File: src/rtl/hdmi_pattern_pkg.sv
// rtl/hdmi_pattern_pkg.sv - shared pattern encoding and colour constants for the test pattern generator
package hdmi_pattern_pkg;

  typedef enum logic [1:0] {
    PAT_BORDER   = 2'd0,
    PAT_BARS     = 2'd1,
    PAT_CHECKER  = 2'd2,
    PAT_GRADIENT = 2'd3
  } pattern_t;

  localparam logic [7:0] COL_FULL = 8'hFF;
  localparam logic [7:0] COL_ZERO = 8'h00;

  function automatic logic [7:0] col_sel(input logic on);
    return on ? COL_FULL : COL_ZERO;
  endfunction

endpackage

File: src/rtl/pattern_sequencer.sv
// rtl/pattern_sequencer.sv - pattern FSM, auto-advance frame counter and frame tick
module pattern_sequencer
  import hdmi_pattern_pkg::*;
#(
  parameter int FRAMES_PER_PATTERN = 120
) (
  input  logic       clk_pixel,
  input  logic       rst_n,
  input  logic [9:0] cx_i,
  input  logic [9:0] cy_i,
  input  logic [9:0] frame_width_i,
  input  logic [9:0] frame_height_i,
  input  logic       auto_en_i,
  input  logic       next_pattern_i,
  output pattern_t   pattern_o,
  output logic       frame_tick_o
);

  localparam int CNT_W = (FRAMES_PER_PATTERN > 1) ? $clog2(FRAMES_PER_PATTERN) : 1;
  localparam logic [CNT_W-1:0] CNT_LAST = CNT_W'(FRAMES_PER_PATTERN - 1);

  pattern_t         pattern_q, pattern_d;
  logic [CNT_W-1:0] cnt_q, cnt_d;
  logic             tick_q, tick_d;
  logic             auto_adv;

  always_ff @(posedge clk_pixel or negedge rst_n) begin
    if (!rst_n) begin
      pattern_q <= PAT_BORDER;
      cnt_q     <= '0;
      tick_q    <= 1'b0;
    end else begin
      pattern_q <= pattern_d;
      cnt_q     <= cnt_d;
      tick_q    <= tick_d;
    end
  end

  // A manual pulse coinciding with an auto advance still moves one step only.
  always_comb begin
    pattern_d = pattern_q;
    cnt_d     = cnt_q;
    tick_d    = (cx_i == frame_width_i - 10'd1) && (cy_i == frame_height_i - 10'd1);
    auto_adv  = auto_en_i && tick_q && (cnt_q == CNT_LAST);

    if (!auto_en_i) begin
      cnt_d = '0;
    end else if (tick_q) begin
      cnt_d = auto_adv ? '0 : cnt_q + 1'b1;
    end

    if (next_pattern_i || auto_adv) begin
      cnt_d = '0;
      case (pattern_q)
        PAT_BORDER:  pattern_d = PAT_BARS;
        PAT_BARS:    pattern_d = PAT_CHECKER;
        PAT_CHECKER: pattern_d = PAT_GRADIENT;
        default:     pattern_d = PAT_BORDER;
      endcase
    end
  end

  assign pattern_o    = pattern_q;
  assign frame_tick_o = tick_q;

endmodule

File: config.mk
export PLATFORM = sky130hd
export DESIGN_NAME = pattern_sequencer
export DESIGN_NICKNAME = d
export VERILOG_FILES = /design/src/rtl/hdmi_pattern_pkg.sv /design/src/rtl/pattern_sequencer.sv
export SDC_FILE = /design/constraint.sdc
export NUM_CORES = 1
export LEC_CHECK = 0
export CAP_MARGIN = 0
export CORE_MARGIN = 3
export CORE_UTILIZATION = 45
export DETAILED_ROUTE_END_ITERATION = 16
export PLACE_DENSITY_LB_ADDON = 0.1
export SETUP_SLACK_MARGIN = 0.05
export SYNTH_ARGS = -nofsm -noshare
export SYNTH_HDL_FRONTEND = slang
export SYNTH_SLANG_ARGS = --single-unit
export TNS_END_PERCENT = 10
File: constraint.sdc
create_clock -name clk_pixel -period 4 [get_ports clk_pixel]
set_input_delay 0.6 -clock clk_pixel [delete_from_list [all_inputs] [get_ports clk_pixel]]
set_output_delay 0.6 -clock clk_pixel [all_outputs]
set_load 0.01 [all_outputs]
==> flow_metrics.tcl <==
set metrics [dict create \
    reg2reg_slack_ps 2390 \
    path_max_fanout 4 \
    antenna_found_initial 0 \
    seq_area_frac_synth_pct 23.1 \
    path_clk_slew_ps 70 \
    synth.top_cell.area_share_pct 23.1 \
    syn_avg_cell_area_um2 8.27 \
    cts_setup_buffers 0 \
    cellLeakagePower_nw 0.604 \
    wire_per_inst_um 12.2 \
    hold_viol_final 0 \
    drt_wl_total_um 2530 \
    syn_to_final_growth_pct 48.7 \
    synth_area_um2 1080 \
    whs_path_depth 2 \
    ys_ff_latch 10 \
    num-nets-final 231 \
    critPathLaunch "frame_width_i[0]" \
    cts_hold_repair.buffers 0 \
    r2r-start "cnt_q[0]" \
    dp_cells 204 \
    instances_no_fill 208 \
    holdPathEnd "cnt_q[6]" \
    antenna_left 0 \
    start_util_pct 48.1 \
    vias 1071 \
    cts_tree "done" \
    ys_top_cells_by_count "xnor2_1 (21), nor2_1 (16), xor2_1 (16)" \
    worst_slack_ps 1570 \
    pre_cts_ws_ps 1280 \
    period_needed_ps 2430 \
    synthArstFlopShare_pct 100 \
    yosys.cell_count.top_type "xnor2_1" \
    r2r-end "pattern_o[1]" \
    drt_pass1_iterations 4 \
    max_cap_violations 0 \
    htree_levels 1 \
    cp_data_required_time_ps 4160 \
    end_kind "flip-flop" \
    max_slew_margin_pct 68.6 \
    cts.sinks 10 \
    ctsResizeCount 0 \
    portBuffers 46 \
    clk_latency_ps 260 \
    synth-main-ff-cell "dfrtp_1" \
    drc 0 \
    max_freq_ghz 0.412 \
    fin_crit_sh_pct 60.7 \
    num_rows 17 \
    ys_types 29 \
    netlist_instances 131 \
    clock_skew_ps 7.08 \
    slew_viol_final 0 \
    worstHoldStart "cnt_q[6]" \
    synth_warnings 0 \
    fin_util_pct 71.5 \
    gp_congestion 0.727 \
    grt_pass1_wl_um 4020 \
    drt_iter0_drc 12 \
    cts_buffers 3 \
    root_buffer "clkbuf_4" \
    antennaDiodeCount 0 \
    drive_gt1_share_pct 5.00 \
    start_kind "input port" \
    reg2reg_depth 5 \
    crit_type "input port to flip-flop" \
    die_y_um 55.1 \
    via_per_inst 5.15 \
    die_w_um 55.1 \
    grt_max_degree 11 \
    rsz0062_at_grt "no" \
    gr-total-overflow 0 \
    fin_tns_setup_ps 0 \
    pin_count 47 \
    synth_area_leader_cell "dfrtp_1" \
    vdd_drop_max_mv 0.366 \
    grt_usage_pct 18.6 \
    syn_nets 181 \
    fin_worst_hold_slack_ps 553 \
    core_um2 2250 \
    hpwl_um 2230 \
    powerDensity_nw_per_um2 236 \
    synth_edf_count 0 \
    cts_buffer_depth 2 \
    setup_viol 0 \
    worstPathArrival_ps 2580 \
    dieArea_um2 3030 \
    grt_pass1_vias 1004 \
    ys_top_cells_by_area "dfrtp_1 (23%), xnor2_1 (17%), xor2_1 (13%)" \
    worst_pin_slew_ps 467 \
    status "completed" \
    hold_class "flip-flop to flip-flop" \
]
per-stage QoR:
| step | power (mW) | cell area [um2] |
|---|---|---|
| after global placement | 0.287 | 1580 |
| after floorplan | 0.205 | 1080 |
| after detailed placement | 0.296 | 1580 |
| final | 0.381 | 1610 |
| after CTS | 0.386 | 1610 |
| after global routing | 0.414 | 1610 |
how the worst max path moves through the flow:
stage | to | cells after the start
finish | frame_tick_o | 8
global route | frame_tick_o | 7
CTS | frame_tick_o | 8
detailed placement | frame_tick_o | 8
global placement | frame_tick_o | 9
floorplan | frame_tick_o | 7
layout by cell type, fill, tap and decap left out, types with 3 or more instances in the layout:
cell,count
nand2_1,14
inv_1,6
dfrtp_1,10
nor2_1,16
xnor2_1,21
nand4_1,4
o21ai_0,3
clkdlybuf4s50_1,46
ha_1,6
nand3b_1,3
nor4_1,3
nor3_1,5
nand3_1,3
clkbuf_4,3
xor2_1,16
sequential cells by signal (all words and copies together) (netlist names):
| name | cells |
|---|---|
| frame_tick_o | 1 |
| cnt_q | 7 |
| pattern_o | 2 |
critical path: stages:
cell and delay [ps]:
clkdlybuf4s50_1 460, inv_1 80, ha_1 210, nand2_1 70
or4_4 420, a2111oi_2 370, nand4_1 140, a2111oi_2 220
cell type report:
cell class                 count  area (um2)
clock buffer                   4        36.3
sequential                    10         250
inverter                       6        22.5
timing repair buffer          46         460
multi-input combinational    114         807
tap                           28        35.0
fill                         188         643
kinds of logic after synthesis:
family | count (synthesis) | synth area share (%)
AOI/OAI and AO/OA | 14 | 10.0
and+or+nand+nor | 55 | 25.6
xor gates and xnor gates | 37 | 29.9
DFF | 10 | 23.1
buffers and inverters | 7 | 2.42
muxes | 2 | 1.96
adders and majority gates | 6 | 6.93
report_power, final:
part	total (mW)	switching [mW]	internal, mW
Clock	0.0883	0.0331	0.0552
Combinational	0.169	0.0704	0.0983
Sequential	0.124	0.0124	0.112
per-layer routing:
layer | share of wire [%] | up-vias | global-route usage, %
met5 | 0 | - | 0
met4 | 0.32 | 0 | 3.64
met3 | 6.1 | 2 | 5.90
met2 | 50 | 31 | 31.7
met1 | 44 | 488 | 22.9
li1 | - | 550 | -
Note: power is estimated with default switching activity, not from simulation.
